$ cat src/rtl/mem_arb_pkg.sv
// Shared types and constants for the main-memory port arbiter.
package mem_arb_pkg;

  typedef enum logic [1:0] {
    IDLE = 2'd0,
    XFER = 2'd1,
    DONE = 2'd2
  } state_t;

  localparam logic REQ_IFETCH = 1'b0;
  localparam logic REQ_DCACHE = 1'b1;
  localparam int   WORD_BYTES = 4;

endpackage

$ cat src/rtl/mem_port_arbiter_rr.sv
// Two-way round-robin pick; the requester that did not own the port last wins a tie.
module rr_arbiter2
  import mem_arb_pkg::*;
(
  input  logic clk,
  input  logic rst,
  input  logic i_req0,
  input  logic i_req1,
  input  logic i_update,
  input  logic i_owner,
  output logic o_grant,
  output logic o_any
);

  logic r_last_owner;

  // Reset favours the data cache as "last", so the fetch path wins first contention.
  always_ff @(posedge clk or posedge rst) begin
    if (rst)           r_last_owner <= REQ_DCACHE;
    else if (i_update) r_last_owner <= i_owner;
  end

  always_comb begin
    o_any   = i_req0 | i_req1;
    o_grant = REQ_IFETCH;
    if (i_req0 && i_req1) o_grant = ~r_last_owner;
    else if (i_req1)      o_grant = REQ_DCACHE;
  end

endmodule

$ cat src/rtl/mem_port_arbiter.sv
// Shares one main-memory port between the fetch refill path and the write-through
// data cache, sequencing block reads and single-word writes on a req/ack handshake.
module mem_port_arbiter
  import mem_arb_pkg::*;
#(
  parameter int ADDR_W      = 32,
  parameter int DATA_W      = 32,
  parameter int BLOCK_WORDS = 4,
  parameter int IDX_W       = $clog2(BLOCK_WORDS)
) (
  input  logic              clk,
  input  logic              areset,
  input  logic              r0_req,
  input  logic [ADDR_W-1:0] r0_addr,
  output logic              r0_gnt,
  output logic              r0_rvalid,
  output logic              r0_done,
  input  logic              r1_req,
  input  logic              r1_we,
  input  logic [ADDR_W-1:0] r1_addr,
  input  logic [DATA_W-1:0] r1_wdata,
  output logic              r1_gnt,
  output logic              r1_rvalid,
  output logic              r1_done,
  output logic [DATA_W-1:0] rd_data,
  output logic [IDX_W-1:0]  rd_idx,
  output logic              mem_req,
  output logic              mem_we,
  output logic [ADDR_W-1:0] mem_addr,
  output logic [DATA_W-1:0] mem_wdata,
  input  logic [DATA_W-1:0] mem_rdata,
  input  logic              mem_ack
);

  localparam logic [ADDR_W-1:0] BLOCK_MASK = ~ADDR_W'(BLOCK_WORDS * WORD_BYTES - 1);
  localparam logic [ADDR_W-1:0] WORD_MASK  = ~ADDR_W'(WORD_BYTES - 1);
  localparam logic [IDX_W-1:0]  LAST_IDX   = IDX_W'(BLOCK_WORDS - 1);

  state_t            r_state, w_state_nxt;
  logic              r_owner, w_owner_nxt;
  logic              r_we, w_we_nxt;
  logic [DATA_W-1:0] r_wdata, w_wdata_nxt;
  logic [ADDR_W-1:0] r_base, w_base_nxt;
  logic [IDX_W-1:0]  r_cnt, w_cnt_nxt;
  logic              r_gnt0, r_rvalid0, r_done0, r_gnt1, r_rvalid1, r_done1;
  logic              w_gnt0_nxt, w_rvalid0_nxt, w_done0_nxt;
  logic              w_gnt1_nxt, w_rvalid1_nxt, w_done1_nxt;
  logic [DATA_W-1:0] r_rd_data, w_rd_data_nxt;
  logic [IDX_W-1:0]  r_rd_idx, w_rd_idx_nxt;
  logic              r_mem_req, w_mem_req_nxt;
  logic              r_mem_we, w_mem_we_nxt;
  logic [ADDR_W-1:0] r_mem_addr, w_mem_addr_nxt;
  logic [DATA_W-1:0] r_mem_wdata, w_mem_wdata_nxt;
  logic              w_arb_grant, w_arb_any, w_arb_update;
  logic              w_sel_we;
  logic [ADDR_W-1:0] w_sel_addr;
  logic [IDX_W-1:0]  w_cnt_inc;
  logic [ADDR_W-1:0] w_next_addr;

  rr_arbiter2 u_arb (
    .clk      (clk),
    .rst      (areset),
    .i_req0   (r0_req),
    .i_req1   (r1_req),
    .i_update (w_arb_update),
    .i_owner  (r_owner),
    .o_grant  (w_arb_grant),
    .o_any    (w_arb_any)
  );

  assign w_cnt_inc   = r_cnt + 1'b1;
  assign w_next_addr = r_base + ADDR_W'(w_cnt_inc) * ADDR_W'(WORD_BYTES);

  always_ff @(posedge clk or posedge areset) begin
    if (areset) begin
      r_state     <= IDLE;
      r_owner     <= REQ_IFETCH;
      r_we        <= 1'b0;
      r_wdata     <= '0;
      r_base      <= '0;
      r_cnt       <= '0;
      r_gnt0      <= 1'b0;
      r_rvalid0   <= 1'b0;
      r_done0     <= 1'b0;
      r_gnt1      <= 1'b0;
      r_rvalid1   <= 1'b0;
      r_done1     <= 1'b0;
      r_rd_data   <= '0;
      r_rd_idx    <= '0;
      r_mem_req   <= 1'b0;
      r_mem_we    <= 1'b0;
      r_mem_addr  <= '0;
      r_mem_wdata <= '0;
    end else begin
      r_state     <= w_state_nxt;
      r_owner     <= w_owner_nxt;
      r_we        <= w_we_nxt;
      r_wdata     <= w_wdata_nxt;
      r_base      <= w_base_nxt;
      r_cnt       <= w_cnt_nxt;
      r_gnt0      <= w_gnt0_nxt;
      r_rvalid0   <= w_rvalid0_nxt;
      r_done0     <= w_done0_nxt;
      r_gnt1      <= w_gnt1_nxt;
      r_rvalid1   <= w_rvalid1_nxt;
      r_done1     <= w_done1_nxt;
      r_rd_data   <= w_rd_data_nxt;
      r_rd_idx    <= w_rd_idx_nxt;
      r_mem_req   <= w_mem_req_nxt;
      r_mem_we    <= w_mem_we_nxt;
      r_mem_addr  <= w_mem_addr_nxt;
      r_mem_wdata <= w_mem_wdata_nxt;
    end
  end

  // Every output is computed one cycle ahead here so the port sees only flop outputs.
  always_comb begin
    w_state_nxt     = r_state;
    w_owner_nxt     = r_owner;
    w_we_nxt        = r_we;
    w_wdata_nxt     = r_wdata;
    w_base_nxt      = r_base;
    w_cnt_nxt       = r_cnt;
    w_rd_data_nxt   = r_rd_data;
    w_rd_idx_nxt    = r_rd_idx;
    w_gnt0_nxt      = 1'b0;
    w_rvalid0_nxt   = 1'b0;
    w_done0_nxt     = 1'b0;
    w_gnt1_nxt      = 1'b0;
    w_rvalid1_nxt   = 1'b0;
    w_done1_nxt     = 1'b0;
    w_mem_req_nxt   = 1'b0;
    w_mem_we_nxt    = 1'b0;
    w_mem_addr_nxt  = '0;
    w_mem_wdata_nxt = '0;
    w_arb_update    = 1'b0;
    w_sel_we        = (w_arb_grant == REQ_DCACHE) && r1_we;
    w_sel_addr      = (w_arb_grant == REQ_DCACHE) ? r1_addr : r0_addr;

    case (r_state)
      IDLE: begin
        if (w_arb_any) begin
          w_state_nxt     = XFER;
          w_owner_nxt     = w_arb_grant;
          w_we_nxt        = w_sel_we;
          w_wdata_nxt     = (w_arb_grant == REQ_DCACHE) ? r1_wdata : '0;
          w_base_nxt      = w_sel_addr & (w_sel_we ? WORD_MASK : BLOCK_MASK);
          w_cnt_nxt       = '0;
          w_gnt0_nxt      = (w_arb_grant == REQ_IFETCH);
          w_gnt1_nxt      = (w_arb_grant == REQ_DCACHE);
          w_mem_req_nxt   = 1'b1;
          w_mem_we_nxt    = w_sel_we;
          w_mem_addr_nxt  = w_base_nxt;
          w_mem_wdata_nxt = w_wdata_nxt;
        end
      end
      XFER: begin
        w_gnt0_nxt      = (r_owner == REQ_IFETCH);
        w_gnt1_nxt      = (r_owner == REQ_DCACHE);
        w_mem_req_nxt   = 1'b1;
        w_mem_we_nxt    = r_we;
        w_mem_addr_nxt  = r_mem_addr;
        w_mem_wdata_nxt = r_wdata;
        if (mem_ack) begin
          if (!r_we) begin
            w_rd_data_nxt = mem_rdata;
            w_rd_idx_nxt  = r_cnt;
            w_rvalid0_nxt = (r_owner == REQ_IFETCH);
            w_rvalid1_nxt = (r_owner == REQ_DCACHE);
          end
          if (r_we || (r_cnt == LAST_IDX)) begin
            w_state_nxt     = DONE;
            w_mem_req_nxt   = 1'b0;
            w_mem_we_nxt    = 1'b0;
            w_mem_addr_nxt  = '0;
            w_mem_wdata_nxt = '0;
            w_done0_nxt     = (r_owner == REQ_IFETCH);
            w_done1_nxt     = (r_owner == REQ_DCACHE);
          end else begin
            w_cnt_nxt      = w_cnt_inc;
            w_mem_addr_nxt = w_next_addr;
          end
        end
      end
      DONE: begin
        w_state_nxt  = IDLE;
        w_arb_update = 1'b1;
      end
      default: w_state_nxt = IDLE;
    endcase
  end

  assign r0_gnt    = r_gnt0;
  assign r0_rvalid = r_rvalid0;
  assign r0_done   = r_done0;
  assign r1_gnt    = r_gnt1;
  assign r1_rvalid = r_rvalid1;
  assign r1_done   = r_done1;
  assign rd_data   = r_rd_data;
  assign rd_idx    = r_rd_idx;
  assign mem_req   = r_mem_req;
  assign mem_we    = r_mem_we;
  assign mem_addr  = r_mem_addr;
  assign mem_wdata = r_mem_wdata;

endmodule

$ cat config.mk
export PLATFORM = sky130hd
export DESIGN_NAME = mem_port_arbiter
export DESIGN_NICKNAME = d
export VERILOG_FILES = /design/src/rtl/mem_arb_pkg.sv /design/src/rtl/mem_port_arbiter_rr.sv /design/src/rtl/mem_port_arbiter.sv
export SDC_FILE = /design/constraint.sdc
export NUM_CORES = 1
export LEC_CHECK = 0
export BUFFER_PORTS_ARGS = -buffer_cell sky130_fd_sc_hd__buf_2
export CAP_MARGIN = 20
export CORE_MARGIN = 8
export CORE_UTILIZATION = 33
export CTS_BUF_LIST = sky130_fd_sc_hd__clkbuf_16
export DETAILED_ROUTE_END_ITERATION = 8
export SYNTH_ARGS = -nofsm -noshare
export SYNTH_HDL_FRONTEND = slang
export SYNTH_SLANG_ARGS = --single-unit
$ cat constraint.sdc
create_clock -name clk -period 14.6 [get_ports clk]
set_input_delay 2.92 -clock clk [delete_from_list [all_inputs] [get_ports clk]]
set_output_delay 2.92 -clock clk [all_outputs]
set_load 0.03 [all_outputs]
### Yosys cells after proc, flatten, opt, wreduce, memory -nomap -nowiden

Cells that the tools add are included.
W data, S select, Z words.

| operators by class | value |
|---|---|
| reductions and logical operators | 9 |
| bitwise gates (word level) | 6 |
| equal/unequal tests | 7 |
| add/sub/neg operators | 2 |
| muxes and demuxes | 46 |

Operators with widths:

| operator | number |
|---|---|
| $mux W32 | 8 |
| $pmux W32 S2 | 2 |
| $add A32 B4 Y32 | 1 |
| $and A32 B32 Y32 | 1 |
| $mux W1 | 23 |
| $mux W2 | 6 |
| $pmux W1 S2 | 4 |
| $pmux W2 S2 | 2 |
| $ne A2 B2 Y1 const B | 3 |
| $reduce_and A3 Y1 | 2 |
| $eq A2 B2 Y1 const B | 2 |
| $mux W4 | 1 |
| $not A1 Y1 | 4 |
| $reduce_and A4 Y1 | 1 |
| $add A2 B1 Y2 const B | 1 |
| $eq A2 B1 Y1 const B | 1 |
| $logic_and A1 B1 Y1 | 2 |
| $logic_not A2 Y1 | 1 |
| $ne A2 B1 Y1 const B | 1 |
| $reduce_and A2 Y1 | 1 |
| $reduce_bool A2 Y1 | 1 |
| $logic_or A1 B1 Y1 | 1 |
| $or A1 B1 Y1 | 1 |

| word-level totals | value |
|---|---|
| input port bits | 134 |
| flip-flop bits (word level) | 177 |
| logic and storage cells | 89 |

### Depth between registers and ports, before layout

Gate-level depths: netlist (run 1).

| logic depth | value |
|---|---|
| depth after elaboration | 7 |
| mapped depth | 8 |
| mapped depth without buffers | 8 |

### Hierarchy

Synthesis (run 1) repeated with hierarchy kept, for this count alone.

| second synthesis, totals | value |
|---|---|
| cells, all modules | 590 |
| area total of the unflattened synthesis | 7279.5 µm² |

Modules (own cells, without submodules):

| module | seq. area each (µm²) | cells an instance | instances | area an instance (µm²) |
|---|---|---|---|---|
| mem_port_arbiter | 4304.1 | 585 | 1 | 7220.7 |
| rr_arbiter2 | 26.3 | 5 | 1 | 58.8 |

### Worst setup path before layout (run 1)

No wires, ideal clock.

| timing | value |
|---|---|
| path type | in2reg |
| from | in r1_req |
| to | reg r_mem_addr[10], in the netlist mem_addr[10] |
| slack | 10.669 ns |
| buffers on the path | 1 |
| required time | 14.463 ns |
| arrival time | 3.794 ns |
| cell stages on the path | 6 |
| cell sequence | a21boi_2 -> buf_2 -> mux2i_1 -> nor2_1 -> a21oi_1 -> a21oi_1 |

| on the way | value |
|---|---|
| cells in the longest elaborated chain, start to end | 6 |

Ends and longest elaborated chain:

| element | line | source |
|---|---|---|
| from (decl) | mem_port_arbiter.sv:18 | `input logic r1_req,` |
| $mux W1 / $logic_and A1 B1 Y1 (equally long branches) | mem_port_arbiter_rr.sv:27, mem_port_arbiter_rr.sv:26 |  |
| $mux W1 | mem_port_arbiter_rr.sv:26 | `if (i_req0 && i_req1) o_grant = ~r_last_owner;` |
| $mux W32 | mem_port_arbiter.sv:138 | `w_sel_addr = (w_arb_grant == REQ_DCACHE) ? r1_addr : r0_addr;` |
| $and A32 B32 Y32 | mem_port_arbiter.sv:147 | `w_base_nxt = w_sel_addr & (w_sel_we ? WORD_MASK : BLOCK_MASK);` |
| $mux W32 (*) | mem_port_arbiter.sv:142 | `if (w_arb_any) begin` |
| $pmux W32 S2 (*) | mem_port_arbiter.sv:140 | `case (r_state)` |
| to (signal assigned) | mem_port_arbiter.sv:111 | `r_mem_addr <= w_mem_addr_nxt;` |
| to (decl) | mem_port_arbiter.sv:52 | `logic [ADDR_W-1:0] r_mem_addr, w_mem_addr_nxt;` |

Mark *: on every way between the ends. The rest lies on a longest branch, timed or not.
A chain may end at the register's enable or synchronous reset.

### Worst setup path in the final report (run 1)

| timing | value |
|---|---|
| from | in r1_req |
| to | reg r_mem_addr[9], in the netlist mem_addr[9] |

The elaborated chain is that of the path after synthesis.

==> flow_metrics.py, run 1 <==
metrics = {
    "status": {
        "status": "finished clean",
    },
    "drt": {
        "drc": 0,
        "drtIter0Drc": 316,
        "vias": 5400,
        "vias_per_cell": 4.88,
        "wl_microns": 19000,
        "route.detailed.wl_per_inst_microns": 17.1,
        "drtPass1Iterations": 4,
        "antenna_left": 0,
    },
    "sta": {
        "slew_headroom_pct": 33.5,
        "slew_viol_final": 0,
        "skew_ns": 0.0122,
        "rsz0062_at_grt": "false",
        "min_period_ns": 4.53,
        "min_period_over_period_pct": 31.1,
        "finalSetupTns_ns": 0,
        "clock.fmax_mhz": 221,
        "worst_pin_slew_ns": 0.995,
        "finalSetupViolCount": 0,
        "hold_violations": 0,
    },
    "logic_synthesis": {
        "synth_xor_area_share_pct": 3.10,
        "synth.distinct_cells": 51,
        "syn_avg_cell_area_sq_um": 12.3,
        "yosys-top-cells-area": "dfrtp_1 (59%), a22o_1 (7.9%), mux2_2 (5.5%)",
        "synth_area_leader_cell": "dfrtp_1",
        "synth.area.mux_share_pct": 9.48,
        "syn-cell-area_sq_mm": 0.00734,
        "ys_warn_count": 0,
        "synth_cells": 594,
        "synthSimpleGateAreaFrac_pct": 8.68,
        "ys_seq_area_share_pct": 59.0,
        "synth-seq-cells": 173,
        "synthAdderAreaFrac_pct": 0.785,
        "netlist.area_leader.share_pct": 58.7,
        "synth-edff-count": 0,
        "synthMostInstantiatedCell": "dfrtp_1",
        "synth-compound-area-share_pct": 16.2,
        "async_flop_share_pct": 100,
        "yosys-top-cells-count": "dfrtp_1 (172), a22o_1 (66), nor2_1 (46), mux2_2 (36), a21oi_1 (32)",
        "synth_top_family_by_area": "compound AO/OA/AOI/OAI gates",
        "synthFlopType": "dfrtp_1",
    },
    "finish": {
        "layout-drive-gt1-share_pct": 38.1,
        "nFillCells": 2098,
        "instances_no_fill": 1107,
        "num_antenna_cells": 0,
        "areaGrowthSynthToFinish_pct": 26.7,
        "layout.area.seq_sq_mm": 0.00433,
        "multi_input_area_sq_mm": 0.00284,
        "fin_nets": 953,
    },
    "global_route": {
        "use_met3_pct": 3.97,
        "overflow": 0,
        "grtUsageMet1_pct": 18.1,
        "antenna_found_initial": 3,
        "grt_most_used_layer": "met2",
        "grtUsageMet2_pct": 22.3,
        "grt_pass1_wl_microns": 29800,
        "track_usage_pct": 13.9,
        "grt_pass1_vias": 5631,
        "grt_max_degree": 101,
    },
    "cts": {
        "clk_pin_slew_ns": 0.06,
        "cts_resized": 0,
        "cts_setup_buffers": 0,
        "cts_tree": "yes",
        "numCtsBuffers": 17,
        "ctsHoldBuffers": 0,
        "clock_sinks": 173,
        "cts_max_level": 4,
        "worstSkewPairLatency_ns": 0.42,
        "clockRootBuffer": "clkbuf_16",
        "cts_buffer_depth": 2,
    },
    "pwr": {
        "seqPwrFrac_pct": 37.9,
        "clkPwrFrac_pct": 19.2,
        "p_sw_share_pct": 41.4,
        "leakage_nw": 4.74,
        "cellPowerDensity_mw_per_mm2": 238,
        "pwr-share-comb_pct": 42.9,
        "p_int_w": 0.00130,
        "vdd_drop_max_uv": 87.9,
        "switchingPower_w": 0.000915,
    },
    "floorplanning": {
        "fp.dieArea_sq_mm": 0.0273,
        "fp.dieW_microns": 165,
        "start_util_pct": 33.6,
        "rows": 54,
        "die_y_microns": 165,
        "coreArea_sq_mm": 0.0218,
        "ioPinCount": 240,
    },
    "worst_setup_path": {
        "critPathCaptureType": "flip-flop",
        "cp.arrival_ns": 4.79,
        "crit_path_max_fanout": 69,
        "crit_type": "input pin to flip-flop",
        "cp.required_ns": 14.86,
        "startpoint_type": "input pin",
    },
    "placement": {
        "dp_cells": 1076,
        "port-buffer-count": 231,
        "gp_congestion": 0.764,
        "hpwl_microns": 13300,
    },
    "worst_hold_path": {
        "hold_path_class": "flip-flop to flip-flop",
    },
    "run": {
        "drv_cap": 0,
    },
}
-- path summary, 6_finish.rpt --
check | cells past startpoint | to | from | slack (ns)
hold reg to reg | 2 | mem_addr[8]$_DFFE_PP0N_ | mem_addr[8]$_DFFE_PP0N_ | 0.48
setup reg to reg | 7 | mem_addr[30]$_DFFE_PP0N_ | r_cnt[0]$_DFFE_PP0P_ | 12.08
min in group asynchronous | 2 | rd_data[31]$_DFFE_PP0P_ | areset | 2.70
max in group asynchronous | 3 | rd_idx[1]$_DFFE_PP0P_ | areset | 10.39
setup / recovery | 6 | mem_addr[9]$_DFFE_PP0N_ | r1_req | 10.07
hold / removal | 2 | mem_addr[8]$_DFFE_PP0N_ | mem_addr[8]$_DFFE_PP0N_ | 0.48
-- state kept, by name (all words and copies together), names as in the netlist, 2 cells and up --
name / cells
rd_data: 32
rd_idx: 2
r_cnt: 2
r_wdata: 32
mem_addr: 30
r_state: 2
mem_wdata: 32
r_base: 30
-- critical path: stages --
cell and delay [ns]:
buf_2 0.13, o21ai_4 0.58, buf_4 0.72, nor2_1 0.15, a21oi_1 0.16, o21ai_0 0.10
-- cells by family after synthesis --
group / Yosys count
AOI/OAI and AO/OA: 165
xor gates and xnor gates: 26
adders and majority gates: 4
buffers and inverters: 43
DFF: 173
muxes: 65
other: 1
and+or+nand+nor: 117
-- cell type report --
cell class / count / area share (%)
Clock buffer: 17 / 4.58
Clock inverter: 14 / 1.25
Inverter: 6 / 0.296
Multi-Input combinational cell: 379 / 30.5
Sequential cell: 173 / 46.6
Tap cell: 280 / 3.77
Timing Repair Buffer: 238 / 13.0
-- cells in the final DEF, fill, tap and decap left out, types with 3 or more instances in the layout --
cell type  instances
mux2i_1           29
nand2_1           17
buf_4              7
o21ai_0           17
a22o_1            66
and2_1             4
inv_1             11
a32o_1             3
nand3_1           11
a21o_1            28
nor2_1            45
xor2_1            19
xnor2_1            7
ha_1               3
o21ai_1           10
dfrtp_1          172
nand2b_1           3
a21oi_1           32
clkbuf_16         17
mux2_2            36
nand4_1            6
nor3_1             5
and3_1             3
buf_2            231
-- stage by stage --
stage | hold WS (ns) | instance area, sq um | power [W] | setup WS, ns | util (%)
after global placement | 0.461 | 8750 | 0.00179 | 9.58 | 40.1
after detailed placement | 0.467 | 8750 | 0.00181 | 9.60 | 40.1
after global routing | 0.496 | 9300 | 0.00236 | 9.85 | 42.6
after floorplan | 0.466 | 7340 | 0.00152 | 6.99 | -
final | 0.478 | 9300 | 0.00221 | 10.07 | 42.6
after CTS | 0.481 | 9300 | 0.00225 | 10.05 | 42.6
-- power groups by stage --
stage,clock network (W),logic (W),registers [W]
after detailed placement,0,0.000965,0.000845
final,0.000425,0.000948,0.000838
after CTS,0.000439,0.000969,0.000838
after global placement,0,0.000954,0.000839
after global routing,0.000458,0.00103,0.000870
after floorplan,0,0.000431,0.00109
-- metal layers --
layer  part of all wire [%]  routed length, microns
met1                     44                    8430
met4                   0.82                     156
met5                   0.18                      34
met3                    7.0                    1330
met2                     48                    9030
(Power assumes the default switching activity.)
==> run 2, diff against run 1 <==
--- a/config.mk
+++ b/config.mk
@@ -5,6 +5,7 @@
 export SDC_FILE = /design/constraint.sdc
 export NUM_CORES = 1
 export LEC_CHECK = 0
+export ABC_AREA = 1
 export BUFFER_PORTS_ARGS = -buffer_cell sky130_fd_sc_hd__buf_2
 export CAP_MARGIN = 20
 export CORE_MARGIN = 8
==> constraint.sdc (replaced) <==
create_clock -name clk -period 4.05 [get_ports clk]
set_input_delay 0.81 -clock clk [delete_from_list [all_inputs] [get_ports clk]]
set_output_delay 0.81 -clock clk [all_outputs]
set_load 0.03 [all_outputs]
==> flow_metrics.py, run 2 <==
metrics = {
    "logic_synthesis": {
        "yosys-top-cells-area": "dfrtp_1 (55%), nand2_1 (9.8%), o21ai_0 (5.3%)",
        "syn-cell-area_sq_mm": 0.00786,
        "async_flop_share_pct": 100,
        "netlist.area_leader.share_pct": 54.8,
        "synth_cells": 870,
        "synthMostInstantiatedCell": "nand2_1",
        "ys_warn_count": 0,
        "syn_avg_cell_area_sq_um": 9.03,
        "ys_seq_area_share_pct": 55.1,
        "synth.distinct_cells": 34,
        "synth-edff-count": 0,
        "synthFlopType": "dfrtp_1",
        "yosys-top-cells-count": "nand2_1 (206), dfrtp_1 (172), inv_1 (110), o21ai_0 (83), o22ai_1 (59)",
        "synth-seq-cells": 173,
        "synth_area_leader_cell": "dfrtp_1",
    },
    "finish": {
        "mostFrequentLayoutCells": "buf_2 (231), nand2_1 (206), dfrtp_1 (172)",
        "areaGrowthSynthToFinish_pct": 26.6,
        "layout-drive-gt1-share_pct": 29.3,
        "fin_nets": 1230,
        "layout_commonest_cell": "buf_2",
        "fin_util_pct": 42.5,
    },
    "sta": {
        "min_period_over_period_pct": 60.9,
        "rsz0062_at_grt": "false",
        "finalSetupTns_ns": 0,
        "hold_violations": 0,
        "slew_headroom_pct": 35.4,
        "worst_pin_slew_ns": 0.967,
        "clock.fmax_mhz": 406,
        "slew_viol_final": 0,
        "min_period_ns": 2.47,
        "layout_setup_ws_ns": 1.58,
        "skew_ns": 0.0128,
        "finalSetupViolCount": 0,
    },
    "worst_setup_path": {
        "crit_type": "flip-flop to flip-flop",
        "cp.arrival_ns": 2.76,
        "critPathCaptureType": "flip-flop",
        "cp.required_ns": 4.35,
        "startpoint_type": "flip-flop",
        "crit_path_max_fanout": 20,
    },
    "global_route": {
        "grt_max_degree": 106,
        "track_usage_pct": 16.0,
        "overflow": 0,
        "grt_pass1_wl_microns": 36300,
        "grt_pass1_vias": 6623,
        "antenna_found_initial": 7,
    },
    "cts": {
        "worstSkewPairLatency_ns": 0.43,
        "clock_sinks": 173,
        "numCtsBuffers": 17,
        "clk_pin_slew_ns": 0.08,
        "cts_resized": 0,
        "cts_tree": "yes",
        "clockRootBuffer": "clkbuf_16",
        "cts_buffer_depth": 2,
        "cts_setup_buffers": 0,
        "cts_max_level": 4,
        "ctsHoldBuffers": 0,
    },
    "placement": {
        "place_ws_ns": 1.20,
        "gp_congestion": 0.907,
        "hpwl_microns": 17000,
        "port-buffer-count": 231,
    },
    "run": {
        "drv_cap": 0,
    },
    "floorplanning": {
        "fp.dieW_microns": 170,
        "die_y_microns": 170,
        "coreArea_sq_mm": 0.0234,
        "rows": 56,
        "fp.dieArea_sq_mm": 0.0290,
        "start_util_pct": 33.6,
        "ioPinCount": 240,
    },
    "pwr": {
        "p_total_w": 0.00834,
        "leakage_nw": 5.18,
        "cellPowerDensity_mw_per_mm2": 839,
        "vdd_drop_max_uv": 386,
    },
    "drt": {
        "drc": 0,
        "vias": 6687,
        "route.detailed.wl_per_inst_microns": 16.2,
        "drtIter0Drc": 517,
        "drtPass1Iterations": 7,
        "wl_microns": 23000,
        "antenna_left": 0,
        "vias_per_cell": 4.69,
    },
    "status": {
        "status": "finished clean",
    },
    "worst_hold_path": {
        "hold_path_class": "input pin to asynchronous set/reset pin",
    },
}
==> run 2: kinds of logic after synthesis <==
kind of cell | share of synthesized area (%)
adders and majority gates | 0.732
AOI/OAI and AO/OA | 14.1
buffers and inverters | 8.50
other | 0.0477
DFF | 55.1
muxes | 5.06
and+or+nand+nor | 16.5
==> run 2: worst max-delay path, stage by stage, from the launching register on <==
cell and delay, ns:
dfstp_2 0.54, nand2_1 0.05, nand2_1 0.38, inv_1 0.40
buf_4 0.32, o211ai_1 0.24, a21boi_0 0.30, o21ai_0 0.11
==> run 2: cell type report <==
| type | count | area, sq um |
|---|---|---|
| Clock inverter | 15 | 228 |
| Antenna cell | 1 | 2.50 |
| Sequential cell | 173 | 4330 |
| Clock buffer | 17 | 425 |
| Tap cell | 319 | 399 |
| Timing Repair Buffer | 240 | 1250 |
| Fill cell | 2407 | 13500 |
| Multi-Input combinational cell | 543 | 2870 |
| Inverter | 117 | 443 |
==> run 2: through the flow <==
| step | area (sq um) | instances | hold slack [ns] |
|---|---|---|---|
| after CTS | 9940 | 1424 | 0.357 |
| after detailed placement | 9290 | 1392 | 0.461 |
| final | 9950 | 1425 | 0.364 |
| after floorplan | 7870 | 871 | 0.445 |
| after global routing | 9950 | 1425 | 0.376 |
| after global placement | 9290 | 1392 | 0.458 |
==> run 2: layer usage <==
metal	vias to the layer above	global-route usage, %	share of wire, %
met5	-	0	0.30
met2	217	24.1	46
li1	3268	-	-
met1	3160	21.2	44
met3	30	5.51	8.7
met4	12	4.92	0.94
==> run 2: final timing paths <==
path / from / end / slack (ns) / cells after the start
max in group asynchronous: areset / rd_data[23]$_DFFE_PP0P_ / 2.80 / 3
min in group clk: mem_addr[28]$_DFFE_PP0N_ / mem_addr[28]$_DFFE_PP0N_ / 0.47 / 2
worst min register to register: mem_addr[28]$_DFFE_PP0N_ / mem_addr[28]$_DFFE_PP0N_ / 0.47 / 2
worst min-delay path: areset / mem_addr[16]$_DFFE_PP0N_ / 0.36 / 2
worst max register to register: u_arb.r_last_owner$_DFFE_PP1N_ / mem_addr[14]$_DFFE_PP0N_ / 1.58 / 7
worst max-delay path: u_arb.r_last_owner$_DFFE_PP1N_ / mem_addr[14]$_DFFE_PP0N_ / 1.58 / 7
==> run 2: report_power, final <==
group          internal, W  leakage [nW]  switching, W
sequential         0.00249          2.20      0.000399
clock              0.00106         0.321      0.000766
combinational      0.00114          2.66       0.00248
==> run 3, diff against run 2 <==
==> constraint.sdc (replaced) <==
create_clock -name clk -period 2.09 [get_ports clk]
set_input_delay 0.418 -clock clk [delete_from_list [all_inputs] [get_ports clk]]
set_output_delay 0.418 -clock clk [all_outputs]
set_load 0.03 [all_outputs]
==> flow_metrics.py, run 3 (same netlist as run 2, synthesis figures left out) <==
metrics = {
    "status": {
        "status": "finished clean",
    },
    "global_route": {
        "antenna_found_initial": 6,
        "track_usage_pct": 16.3,
        "grt_max_degree": 55,
        "grt_pass1_vias": 6817,
        "grt_pass1_wl_microns": 37100,
        "overflow": 0,
    },
    "drt": {
        "wl_microns": 23500,
        "antenna_left": 0,
        "drtIter0Drc": 422,
        "drtPass1Iterations": 5,
        "route.detailed.wl_per_inst_microns": 16.3,
        "vias": 6744,
        "drc": 0,
        "vias_per_cell": 4.69,
    },
    "sta": {
        "worst_pin_slew_ns": 0.911,
        "min_period_ns": 1.99,
        "clock.fmax_mhz": 502,
        "rsz0062_at_grt": "true",
        "slew_viol_final": 0,
        "hold_violations": 0,
        "hold_slack_ns": 0.218,
        "finalSetupViolCount": 0,
        "skew_ns": 0.0117,
        "slew_headroom_pct": 39.1,
        "min_period_over_period_pct": 95.3,
    },
    "floorplanning": {
        "start_util_pct": 33.6,
        "rows": 56,
        "ioPinCount": 240,
        "fp.dieW_microns": 170,
        "die_y_microns": 170,
        "coreArea_sq_mm": 0.0234,
        "fp.dieArea_sq_mm": 0.0290,
    },
    "worst_setup_path": {
        "cp.buffers_inverters": 1,
        "r2r_cells": 12,
        "cp.arrival_ns": 2.31,
        "startpoint_type": "flip-flop",
        "crit_chain": "inv_1 > ha_2 > fa_2 > nand2_2 > nor2_4 > nand2_4 > nor2_4 > nand3_1 > o211ai_1 > nand2_1 > nand2_1 > nand2_1",
        "crit_path_max_fanout": 5,
        "crit_family": "simple AND/OR/NAND/NOR gates",
        "cp.depth": 12,
        "cp.required_ns": 2.40,
        "crit_type": "flip-flop to flip-flop",
        "cpPeakStageDelay_ns": 0.41,
        "crit_top_cell": "nand2_1",
        "slowest_stage": "dfrtp_1",
        "critPathCaptureType": "flip-flop",
    },
    "worst_hold_path": {
        "hold_path_class": "input pin to flip-flop",
        "whs_path_depth": 2,
    },
    "finish": {
        "final_cell_area_sq_mm": 0.0102,
        "mostFrequentLayoutCells": "buf_2 (231), nand2_1 (202), dfrtp_1 (172)",
        "nFillCells": 2365,
        "areaGrowthSynthToFinish_pct": 29.3,
        "fin_nets": 1247,
        "multi_input_area_sq_mm": 0.00294,
        "num_antenna_cells": 0,
        "layout_commonest_cell": "buf_2",
        "layout-drive-gt1-share_pct": 31.3,
        "layout.area.seq_sq_mm": 0.00433,
    },
    "placement": {
        "hpwl_microns": 17500,
        "gp_congestion": 0.912,
        "place_area_sq_mm": 0.00946,
        "port-buffer-count": 231,
    },
    "run": {
        "drv_cap": 0,
    },
    "cts": {
        "clock_sinks": 173,
        "worstSkewPairLatency_ns": 0.43,
        "cts_max_level": 4,
        "clk_pin_slew_ns": 0.07,
        "clockRootBuffer": "clkbuf_16",
        "cts_buffer_depth": 2,
        "cts_tree": "yes",
        "cts_setup_buffers": 0,
        "numCtsBuffers": 17,
    },
    "pwr": {
        "p_total_w": 0.0163,
        "vdd_drop_max_uv": 885,
        "leakage_nw": 5.27,
        "cellPowerDensity_mw_per_mm2": 1600,
    },
}
run 3: routing by layer:
| metal | vias to the layer above | wire length [microns] | global-route usage (%) |
|---|---|---|---|
| met5 | - | 73 | 0 |
| met4 | 12 | 261 | 4.16 |
| met3 | 25 | 2060 | 5.79 |
| met2 | 211 | 10800 | 25.2 |
| met1 | 3184 | 10400 | 21.4 |
| li1 | 3312 | - | - |
run 3: cell type report:
cell class | count | area share, %
clock buffers | 17 | 4.19
clock inverters | 13 | 1.87
inverters | 117 | 4.36
multi-input cells | 543 | 29.0
flip-flops and latches | 173 | 42.6
well taps | 319 | 3.93
repair buffers | 257 | 14.1
run 3: timing repair:
action                                  in CTS  in global routing
hold endpoints to repair                     8                  0
hold buffers                                 1                  0
endpoints found under the setup margin       2                 23
gates resized for setup                      2                 20
pin swaps                                    0                  2
run 3: worst paths after layout:
kind | start | end | slack, ns
max in group asynchronous | areset | rd_data[3]$_DFFE_PP0P_ | 0.87
hold reg to reg | mem_addr[7]$_DFFE_PP0N_ | mem_addr[7]$_DFFE_PP0N_ | 0.47
setup / recovery | r_cnt[0]$_DFFE_PP0P_ | mem_addr[12]$_DFFE_PP0N_ | 0.1
min in group asynchronous | areset | r_base[8]$_DFFE_PP0P_ | 0.56
setup reg to reg | r_cnt[0]$_DFFE_PP0P_ | mem_addr[12]$_DFFE_PP0N_ | 0.1
hold / removal | mem_rdata[1] | rd_data[1]$_DFFE_PP0P_ | 0.22
run 3: power breakdown:
group	internal [W]	switching (W)	total (W)
Combinational	0.00238	0.00489	0.00727
Clock	0.00200	0.00139	0.00339
Sequential	0.00483	0.000789	0.00562
Total	0.00921	0.00707	0.0163
run 3: stage by stage:
step / utilization (%) / cells / worst slack [ns] / TNS (ns)
2_1_floorplan: - / 871 / -0.538 / -92.51
3_3_place_gp: 40.4 / 1408 / 0.00727 / 0
3_5_place_dp: 40.4 / 1408 / 0.00314 / 0
4_1_cts: 43.1 / 1439 / 0.00126 / 0
5_1_grt: 43.4 / 1439 / -0.0305 / -0.0652
6_report: 43.4 / 1439 / 0.0975 / 0
